==> src/rtl/f32_pkg.sv <==
// Shared types and constants for the sequential binary32 add/sub unit.
package f32_pkg;
  typedef struct packed {
    logic        sign;
    logic [7:0]  exp;
    logic [22:0] frac;
  } f32_t;

  typedef enum logic [2:0] {IDLE, UNPACK, ALIGN, ADD, NORM, ROUND} state_t;

  localparam int          EXP_BIAS = 127;
  localparam logic [7:0]  EXP_MAX  = 8'hFF;
  localparam logic [31:0] POS_INF  = 32'h7F80_0000;

  // Significand with hidden bit; exponent 0 (zero/denormal) flushes to 0.
  function automatic logic [23:0] mant(input f32_t f);
    return (f.exp == 8'd0) ? 24'd0 : {1'b1, f.frac};
  endfunction
endpackage

==> src/rtl/f32_lzc.sv <==
// Combinational 28-bit leading-zero counter; all-zero input yields 28.
module f32_lzc (
  input  logic [27:0] i_v,
  output logic [4:0]  o_cnt
);
  always_comb begin
    o_cnt = 5'd28;
    for (int i = 0; i < 28; i++)
      if (i_v[i]) o_cnt = 5'(27 - i);
  end
endmodule

==> src/rtl/f32_seq_addsub.sv <==
// Iterative binary32 adder/subtractor: one state per pipeline step, DONE six cycles after START.
module f32_seq_addsub
  import f32_pkg::*;
#(
  parameter bit          ROUND_RNE = 1'b1,
  parameter logic [31:0] QNAN      = 32'h7FC0_0000
) (
  input  logic        CLK,
  input  logic        RESET_N,
  input  logic        START,
  input  logic [31:0] A,
  input  logic [31:0] B,
  input  logic        OP,
  output logic        BUSY,
  output logic        DONE,
  output logic [31:0] R,
  output logic        OVERFLOW,
  output logic        UNDERFLOW
);
  state_t r_state, w_next;
  f32_t   r_a, r_b;
  logic   r_op;
  logic   r_sx, r_sy, r_spec, r_zero;
  logic [31:0] r_spec_val;
  logic signed [9:0] r_ex, r_ne;
  logic [7:0]  r_ey;
  logic [23:0] r_mx, r_my;
  logic [26:0] r_fx, r_fy, r_nm;
  logic [27:0] r_sum;
  logic [31:0] r_r;
  logic r_done, r_ovf, r_unf;

  always_ff @(posedge CLK or negedge RESET_N)
    if (!RESET_N) r_state <= IDLE;
    else          r_state <= w_next;

  always_comb begin
    w_next = r_state;
    case (r_state)
      IDLE:    if (START) w_next = UNPACK;
      UNPACK:  w_next = ALIGN;
      ALIGN:   w_next = ADD;
      ADD:     w_next = NORM;
      NORM:    w_next = ROUND;
      ROUND:   w_next = IDLE;
      default: w_next = IDLE;
    endcase
  end

  // UNPACK: effective sign of B, magnitude ordering, special-case result.
  logic w_bs, w_a_nan, w_b_nan, w_a_inf, w_b_inf, w_swap;
  f32_t w_beff, w_x, w_y;
  logic [31:0] w_spec_val;
  always_comb begin
    w_bs    = r_b.sign ^ r_op;
    w_beff  = '{sign: w_bs, exp: r_b.exp, frac: r_b.frac};
    w_a_nan = (r_a.exp == EXP_MAX) && (r_a.frac != 23'd0);
    w_b_nan = (r_b.exp == EXP_MAX) && (r_b.frac != 23'd0);
    w_a_inf = (r_a.exp == EXP_MAX) && (r_a.frac == 23'd0);
    w_b_inf = (r_b.exp == EXP_MAX) && (r_b.frac == 23'd0);
    w_swap  = ((r_b.exp == 8'd0) ? 31'd0 : {r_b.exp, r_b.frac}) >
              ((r_a.exp == 8'd0) ? 31'd0 : {r_a.exp, r_a.frac});
    w_x     = w_swap ? w_beff : r_a;
    w_y     = w_swap ? r_a : w_beff;
    w_spec_val = QNAN;
    if (w_a_nan || w_b_nan)                       w_spec_val = QNAN;
    else if (w_a_inf && w_b_inf && (r_a.sign != w_bs)) w_spec_val = QNAN;
    else if (w_a_inf)                             w_spec_val = {r_a.sign, POS_INF[30:0]};
    else if (w_b_inf)                             w_spec_val = {w_bs, POS_INF[30:0]};
  end

  // ALIGN: right-shift Y into {1.frac,G,R,S}, folding lost bits into S.
  logic [7:0]  w_d;
  logic [4:0]  w_sh;
  logic [26:0] w_yf, w_ysh, w_mask;
  always_comb begin
    w_d    = r_ex[7:0] - r_ey;
    w_sh   = (w_d >= 8'd27) ? 5'd27 : w_d[4:0];
    w_yf   = {r_my, 3'b000};
    w_ysh  = w_yf >> w_sh;
    w_mask = ~(27'h7FF_FFFF << w_sh);
  end

  logic [4:0] w_lzc, w_lsh;
  f32_lzc u_lzc (.i_v(r_sum), .o_cnt(w_lzc));
  assign w_lsh = w_lzc - 5'd1;

  // ROUND: RNE on G&(R|S|lsb), then range checks on the widened exponent.
  logic        w_inc, w_ovf, w_unf;
  logic [24:0] w_m25;
  logic signed [9:0] w_re;
  logic [22:0] w_frac;
  logic [31:0] w_res;
  always_comb begin
    w_inc  = ROUND_RNE & r_nm[2] & (r_nm[1] | r_nm[0] | r_nm[3]);
    w_m25  = {1'b0, r_nm[26:3]} + {24'd0, w_inc};
    w_re   = r_ne + $signed({9'd0, w_m25[24]});
    w_frac = w_m25[24] ? w_m25[23:1] : w_m25[22:0];
    w_ovf  = 1'b0;
    w_unf  = 1'b0;
    w_res  = {r_sx, w_re[7:0], w_frac};
    if (r_spec) begin
      w_res = r_spec_val;
    end else if (r_zero) begin
      w_res = {r_sx & r_sy, 31'd0};
    end else if (w_re >= $signed({2'b00, EXP_MAX})) begin
      w_res = {r_sx, EXP_MAX, 23'd0};
      w_ovf = 1'b1;
    end else if (w_re <= 10'sd0) begin
      w_res = {r_sx, 31'd0};
      w_unf = 1'b1;
    end
  end

  always_ff @(posedge CLK or negedge RESET_N) begin
    if (!RESET_N) begin
      r_a <= '0; r_b <= '0; r_op <= 1'b0;
      r_sx <= 1'b0; r_sy <= 1'b0; r_spec <= 1'b0; r_zero <= 1'b0;
      r_spec_val <= '0; r_ex <= '0; r_ne <= '0; r_ey <= '0;
      r_mx <= '0; r_my <= '0; r_fx <= '0; r_fy <= '0; r_nm <= '0; r_sum <= '0;
      r_r <= '0; r_done <= 1'b0; r_ovf <= 1'b0; r_unf <= 1'b0;
    end else begin
      r_done <= (r_state == ROUND);
      case (r_state)
        IDLE: if (START) begin
          r_a <= A; r_b <= B; r_op <= OP;
        end
        UNPACK: begin
          r_sx <= w_x.sign; r_sy <= w_y.sign;
          r_ex <= $signed({2'b00, w_x.exp}); r_ey <= w_y.exp;
          r_mx <= mant(w_x); r_my <= mant(w_y);
          r_spec <= w_a_nan | w_b_nan | w_a_inf | w_b_inf;
          r_spec_val <= w_spec_val;
        end
        ALIGN: begin
          r_fx <= {r_mx, 3'b000};
          r_fy <= {w_ysh[26:1], w_ysh[0] | (|(w_yf & w_mask))};
        end
        ADD: r_sum <= (r_sx == r_sy) ? {1'b0, r_fx} + {1'b0, r_fy}
                                     : {1'b0, r_fx} - {1'b0, r_fy};
        NORM: begin
          r_zero <= (r_sum == 28'd0);
          if (r_sum[27]) begin
            r_nm <= {r_sum[27:2], |r_sum[1:0]};
            r_ne <= r_ex + 10'sd1;
          end else begin
            r_nm <= r_sum[26:0] << w_lsh;
            r_ne <= r_ex - $signed({5'd0, w_lsh});
          end
        end
        ROUND: begin
          r_r <= w_res; r_ovf <= w_ovf; r_unf <= w_unf;
        end
        default: ;
      endcase
    end
  end

  assign BUSY      = (r_state != IDLE);
  assign DONE      = r_done;
  assign R         = r_r;
  assign OVERFLOW  = r_ovf;
  assign UNDERFLOW = r_unf;
endmodule

==> config.mk <==
export PLATFORM = sky130hd
export DESIGN_NAME = f32_seq_addsub
export DESIGN_NICKNAME = d
export VERILOG_FILES = /design/src/rtl/f32_pkg.sv /design/src/rtl/f32_lzc.sv /design/src/rtl/f32_seq_addsub.sv
export SDC_FILE = /design/constraint.sdc
export NUM_CORES = 1
export LEC_CHECK = 0
export BUFFER_PORTS_ARGS = -buffer_cell sky130_fd_sc_hd__buf_2
export CAP_MARGIN = 20
export CELL_PAD_IN_SITES_DETAIL_PLACEMENT = 0
export CELL_PAD_IN_SITES_GLOBAL_PLACEMENT = 1
export CORE_ASPECT_RATIO = 1.25
export CORE_MARGIN = 1
export CORE_UTILIZATION = 43
export DETAILED_ROUTE_END_ITERATION = 8
export GPL_TIMING_DRIVEN = 0
export HOLD_SLACK_MARGIN = 0.15
export PLACE_DENSITY_LB_ADDON = 0.1
export SLEW_MARGIN = 40
export SYNTH_ARGS = -nofsm -noshare
export SYNTH_HDL_FRONTEND = slang
export SYNTH_HIERARCHICAL = 1
export SYNTH_SLANG_ARGS = --single-unit
==> constraint.sdc <==
create_clock -name CLK -period 4.5 [get_ports CLK]
set_clock_uncertainty 0.15 [all_clocks]
set_input_delay 0.225 -clock CLK [delete_from_list [all_inputs] [get_ports CLK]]
set_output_delay 0.225 -clock CLK [all_outputs]
set_load 0.05 [all_outputs]
# After elaboration in Yosys (flattened, before gate mapping)
# Index checks and enable logic that the tools add are counted.
[word_totals] regBits=319 input_bits=68 output_inout_bits=36 wordCells=139
[op_classes] addsub=8 n_lt_le_gt_ge=4 eq_ne=10 shift=3 n_mux=56 n_bitwise=11 n_reduce_logical=21
[op_table] operator="2-to-1 mux 32 bit" count=8
[op_table] operator="2-to-1 mux 31 bit" count=4
[op_table] operator="2-to-1 mux 5 bit" count=17
[op_table] operator="2-to-1 mux 24 bit" count=2
[op_table] operator="logical NOT 23 bit" count=2
[op_table] operator="nonzero test 23 bit" count=2
[op_table] operator="logical NOT 8 bit" count=4
[op_table] operator="2-to-1 mux 4 bit" count=8
[op_table] operator="> comparator 31 bit" count=1
[op_table] operator="adder 27 x 27 -> 28 bit" count=1
[op_table] operator="logical NOT 28 bit" count=1
[op_table] operator="2-to-1 mux 28 bit" count=1
[op_table] operator="subtractor 27 x 27 -> 28 bit" count=1
[op_table] operator="AND 27 bit" count=1
[op_table] operator="2-to-1 mux 27 bit" count=1
[op_table] operator="inverter 27 bit" count=1
[op_table] operator="OR reduction 27 bit" count=1
[op_table] operator="left shift 27 x 5 -> 27 bit" count=1
[op_table] operator="left shift 27 x 5 -> 27 bit (first input constant)" count=1
[op_table] operator=">> shifter 27 x 5 -> 27 bit" count=1
[op_table] operator="adder 24 x 1 -> 25 bit" count=1
[op_table] operator="2-to-1 mux 23 bit" count=1
[op_table] operator="equality test 8 bit (second input constant)" count=2
[op_table] operator="2-to-1 mux 3 bit" count=5
[op_table] operator="other kinds (26)" count=45

# Logic depth before layout (Yosys ltp)
[depth] word_depth=31 ltp_mapped=21 depth_no_buf=20

# Cells and area by module
# Netlist, hierarchy kept.
[modules_own_cells] module="f32_seq_addsub" instances=1 cells_each=2270 area_each_um2=19670.1 seq_area_each_um2=7257.0
[modules_own_cells] module="f32_lzc" instances=1 cells_each=60 area_each_um2=336.6 seq_area_each_um2=0.0

# Worst setup path before layout
# No wires, ideal clock.
[synth_timing] path_kind="reg-to-reg" from="register r_sum[7]" to="register r_ne[6]" setup_time_ns=0.135 arrival_ns=4.098 required_time_ns=4.215 slack_ns=0.117 path_stages_with_launch=22 n_path_buf=3 period_less_slack_ns=4.383 path_cell_list="dfrtp_1 > inv_1 > a2111oi_0 > o41ai_1 > o211ai_1 > a21oi_1 > clkbuf_1 > inv_2 > buf_1 > ha_1 > xor2_1 > inv_1 > clkbuf_1 > ha_1 > nand2_1 > nand2_1 > a21oi_1 > nor2b_1 > or4_1 > o21ai_0 > xnor2_1 > o21ai_0"
[synth_via] elab_chain_cells=24
[synth_rtl] element="start, declared" line_no="f32_seq_addsub.sv:29" text="logic [27:0] r_sum;"
[synth_rtl] element="start signal, assigned" line_no="f32_seq_addsub.sv:139" text="ADD: r_sum <= (r_sx == r_sy) ? {1'b0, r_fx} + {1'b0, r_fy}"
[synth_rtl] element="2-to-1 mux 4 bit (5 in series)" line_no="f32_lzc.sv:9" text="if (i_v[i]) o_cnt = 5'(27 - i);"
[synth_rtl] element="2-to-1 mux 5 bit (16 in series)" line_no="f32_lzc.sv:9"
[synth_rtl] element="via w_lzc[0]" line_no="f32_seq_addsub.sv:84" text="logic [4:0] w_lzc, w_lsh;"
[synth_rtl] element="subtractor 5 x 1 -> 5 bit" line_no="f32_seq_addsub.sv:86" text="assign w_lsh = w_lzc - 5'd1;"
[synth_rtl] element="subtractor 8 x 5 -> 9 bit" line_no="f32_seq_addsub.sv:148" text="r_ne <= r_ex - $signed({5'd0, w_lsh});"
[synth_rtl] element="2-to-1 mux 10 bit" line_no="f32_seq_addsub.sv:143" text="if (r_sum[27]) begin"
[synth_rtl] element="end signal, assigned" line_no="f32_seq_addsub.sv:145" text="r_ne <= r_ex + 10'sd1;"
[synth_rtl] element="end signal, assigned" line_no="f32_seq_addsub.sv:148"
[synth_rtl] element="end, declared" line_no="f32_seq_addsub.sv:25" text="logic signed [9:0] r_ex, r_ne;"
# The timed path passes the listed nets, and every way through them passes these cells.
# A chain may end at the register's enable or synchronous reset.

# Final worst setup path
[layout_timing] from="register r_b[23] (netlist name)" to="register r_my[18]"
[layout_via] elab_chain_cells=6
[layout_rtl] element="start, declared" line_no="f32_seq_addsub.sv:21" text="f32_t r_a, r_b;"
[layout_rtl] element="start signal, assigned" line_no="f32_seq_addsub.sv:117" text="r_a <= '0; r_b <= '0; r_op <= 1'b0;"
[layout_rtl] element="start signal, assigned" line_no="f32_seq_addsub.sv:126" text="r_a <= A; r_b <= B; r_op <= OP;"
[layout_rtl] element="logical NOT 8 bit" line_no="f32_seq_addsub.sv:61" text="w_swap = ((r_b.exp == 8'd0) ? 31'd0 : {r_b.exp, r_b.frac}) >"
[layout_rtl] element="2-to-1 mux 31 bit" line_no="f32_seq_addsub.sv:61"
[layout_rtl] element="> comparator 31 bit" line_no="f32_seq_addsub.sv:61"
[layout_rtl] element="2-to-1 mux 32 bit (*)" line_no="f32_seq_addsub.sv:64" text="w_y = w_swap ? r_a : w_beff;"
[layout_rtl] element="logical NOT 8 bit" line_no="f32_pkg.sv:17" text="return (f.exp == 8'd0) ? 24'd0 : {1'b1, f.frac};"
[layout_rtl] element="2-to-1 mux 24 bit (*)" line_no="f32_pkg.sv:17"
[layout_rtl] element="end signal, assigned" line_no="f32_seq_addsub.sv:131" text="r_mx <= mant(w_x); r_my <= mant(w_y);"
[layout_rtl] element="end, declared" line_no="f32_seq_addsub.sv:27" text="logic [23:0] r_mx, r_my;"
# Mark *: on every way between the ends. The rest lies on a longest branch, timed or not.

==> impl_metrics.csv <==
group,metric,value,unit
floorplan,die-width,195,um
sta,worst_pin_slew,0.799,ns
global_route,grt_use_total,30.5,%
sta,period_minus_slack,4.31,ns
logic_synthesis,syn_inst,2330,
placement,dpl_cell_area,0.0214,sq mm
logic_synthesis,synth.most_common_cell,"nand2_1",
sta,fin_tns_setup,0,ns
flow_run,drv_cap,0,
placement,port_buffers,103,
placement,dpl.hpwl,55700,um
logic_synthesis,postSynthAreaPerCell,8.59,sq um
floorplan,die_h,243,um
global_route,antenna_found_initial,0,
global_route,overflow,0,
global_route,grt_max_degree,74,
critical_path,reg2reg_depth,17,
logic_synthesis,ys_top_cells_by_count,"nand2_1, dfrtp_1, o21ai_0, nor2_1, clkbuf_1",
detailed_routing,finalWirelength,72300,um
cells_and_area,design_area,0.0237,sq mm
cells_and_area,diodes,0,
floorplan,core-area,0.0460,sq mm
cts,cts_buffer_depth,3,
cells_and_area,nets,2742,
sta,finalSetupViolCount,0,
logic_synthesis,synth-edff-count,0,
sta,hold_violations,0,
logic_synthesis,synth-seq-cells,290,
critical_path,r2r_end,"r_my[18]",
sta,post-route-period-util,95.8,%
floorplan,core.rowCount,88,
cells_and_area,seqCellArea,0.00728,sq mm
cts,clk_latency,0.54,ns
critical_path,crit_required,4.76,ns
logic_synthesis,synth.area.top_cells,"dfrtp_1, nand2_1, ha_1, o21ai_0, mux2_2",
detailed_routing,vias,18951,
cts,clock-root-buffer,"clkbuf_16",
cts,clk_pin_slew_worst_paths,0.06,ns
floorplan,dieArea,0.0474,sq mm
critical_path,critPathMaxFanout,10,
detailed_routing,vias_per_cell,5.97,
cts,cts_tree,"built",
logic_synthesis,synth_fp_nets,2500,
logic_synthesis,yosys_warnings,6,
sta,slew_violations,0,
critical_path,critPathArrivalTime,4.57,ns
critical_path,start_kind,"register",
detailed_routing,drc,0,
cells_and_area,drive_gt1_share,15.2,%
cts,cts_buffers,34,
logic_synthesis,synth_area,0.0200,sq mm
critical_path,r2r_setup_slack,0.19,ns
logic_synthesis,async_flop_share,100,%
cells_and_area,nFillCells,4456,
sta,whs,0.145,ns
global_route,grt_pass1_wl,112000,um
floorplan,start_util,43.5,%
logic_synthesis,synth_top_area_share,36.3,%
global_route,grt_pass1_vias,18851,
detailed_routing,drtPass1Iterations,6,
detailed_routing,drt_iter0_markers,1315,
sta,slew-limit-headroom,46.8,%
critical_path,crit_type,"reg -> reg",
logic_synthesis,ys_types,90,
cts,cts.sinks,290,
sta,max_freq,0.232,GHz
min_path,hp-class,"in -> async",
logic_synthesis,synth-seq-area-share,36.3,%
detailed_routing,routedWlPerCell,22.8,um
detailed_routing,drtAntennaViolNets,0,
cts,h-tree-depth,2,
cells_and_area,multi_input_area,0.0120,sq mm
outcome,outcome,"completed",
placement,place.gp.congestion,0.938,
floorplan,io_pins,104,
critical_path,end_kind,"register",
logic_synthesis,yosys.area.top_type,"dfrtp_1",
cells_and_area,syn2layout_area_growth,18.7,%
logic_synthesis,ys.flop_type,"dfrtp_1",
critical_path,worstReg2RegStart,"r_b[23]",
cell type report:
type	instances	area share [%]
timing repair buffer	208	6.57
clock inverter	8	0.422
multi-input combinational	1788	50.7
clock buffer	48	4.24
inverter	95	1.53
buffer	155	2.80
sequential	290	30.7
tap	585	3.08
state kept, by name (all words and copies together), names as in the netlist, 3 cells and up:
name and count:
R 32, r_a 32, r_b 32, r_sum 28, r_fy 27, r_nm 27, r_fx 24, r_mx 24
r_my 24, r_ne 10, r_ex 8, r_ey 8, r_spec_val 3, r_state 3
worst max-delay path, stage by stage (launching register included):
cell	delay [ns]
dfrtp_1	0.44
nor4_2	0.37
nand2_2	0.21
clkbuf_1	0.24
and2_1	0.24
ha_1	0.30
a21o_1	0.11
a21o_1	0.13
a21oi_1	0.06
o21ai_0	0.20
nand3_1	0.10
a211o_1	0.26
a31oi_1	0.27
a31o_2	0.22
clkbuf_2	0.22
buf_2	0.27
nor3b_1	0.09
a221o_1	0.28
stage by stage:
step,cells,util (%),setup WS (ns)
finish,3177,51.6,0.190
CTS,3150,50.8,-0.00256
floorplan,2330,-,0.117
detailed placement,3022,46.5,-1.42
global placement,3018,46.2,-2.28
global route,3177,51.6,-0.00337
layout by cell type, fill, tap and decap left out, drive strengths merged, types with 7 or more instances in the layout:
| cell type | count |
|---|---|
| xnor2 | 42 |
| inv | 95 |
| dlygate4sd3 | 67 |
| a32oi | 8 |
| or2 | 7 |
| clkbuf | 180 |
| a21o | 30 |
| buf | 164 |
| mux4 | 9 |
| nand2b | 11 |
| a221o | 50 |
| a221oi | 12 |
| and3 | 32 |
| nor2 | 177 |
| nor4 | 39 |
| o31ai | 14 |
| o211ai | 28 |
| nor3 | 34 |
| nand4 | 33 |
| nand2 | 350 |
| o21ai | 198 |
| a211o | 8 |
| a21oi | 124 |
| or4 | 9 |
| dfrtp | 290 |
| mux2 | 72 |
| nand3 | 48 |
| nor2b | 13 |
| a31oi | 27 |
| xor2 | 29 |
| and2 | 33 |
| mux2i | 73 |
| nor3b | 26 |
| o22ai | 13 |
| o221ai | 14 |
| or3 | 10 |
| o311ai | 7 |
| a211oi | 29 |
| ha | 99 |
logic make-up after synthesis:
family                   after synthesis  share of synthesized area, %
XOR/XNOR                              71                          3.11
AND/OR/NAND/NOR                      832                          19.5
flip-flops                           290                          36.3
multiplexers                         154                          8.72
buffers and inverters                253                          4.86
adder cells (fa/ha/maj)              102                          6.49
AO/OA/AOI/OAI                        628                          21.0
what timing repair did:
| item | 4_1_cts | 5_1_grt |
|---|---|---|
| hold buffers | 68 | 0 |
| endpoints found under the setup margin | 146 | 124 |
| resized for setup | 63 | 52 |
| pin swaps | 7 | 8 |
| setup buffers | 4 | 28 |
| hold endpoints to repair | 356 | 0 |
| cloned | 1 | 0 |
how the worst max path moves through the flow:
stage | start | endpoint | slack, ns | depth (start not counted)
2_1_floorplan | r_sum[7] | r_ne[6] | 0.12 | 21
3_3_place_gp | RESET_N | r_a[13] | -2.28 | 1
3_5_place_dp | r_sum[7] | r_nm[22] | -1.42 | 18
4_1_cts | r_ex[0] | r_fy[5] | -0.003 | 15
5_1_grt | r_sum[5] | r_ne[6] | -0.003 | 16
6_report | r_b[23] | r_my[18] | 0.19 | 17
routing by layer:
layer | vias to the layer above | share of wire [%] | GRT usage [%] | routed length (um)
li1 | 8954 | - | - | -
met1 | 9195 | 41 | 37.5 | 29900
met2 | 620 | 49 | 53.4 | 35800
met3 | 182 | 4.3 | 3.25 | 3140
met4 | 0 | 4.9 | 14.0 | 3580
met5 | - | 0 | 0 | 0
Power is left out: the tool's default activity adds up to more than one toggle a clock period on the data nets, which glitch-free logic cannot reach.
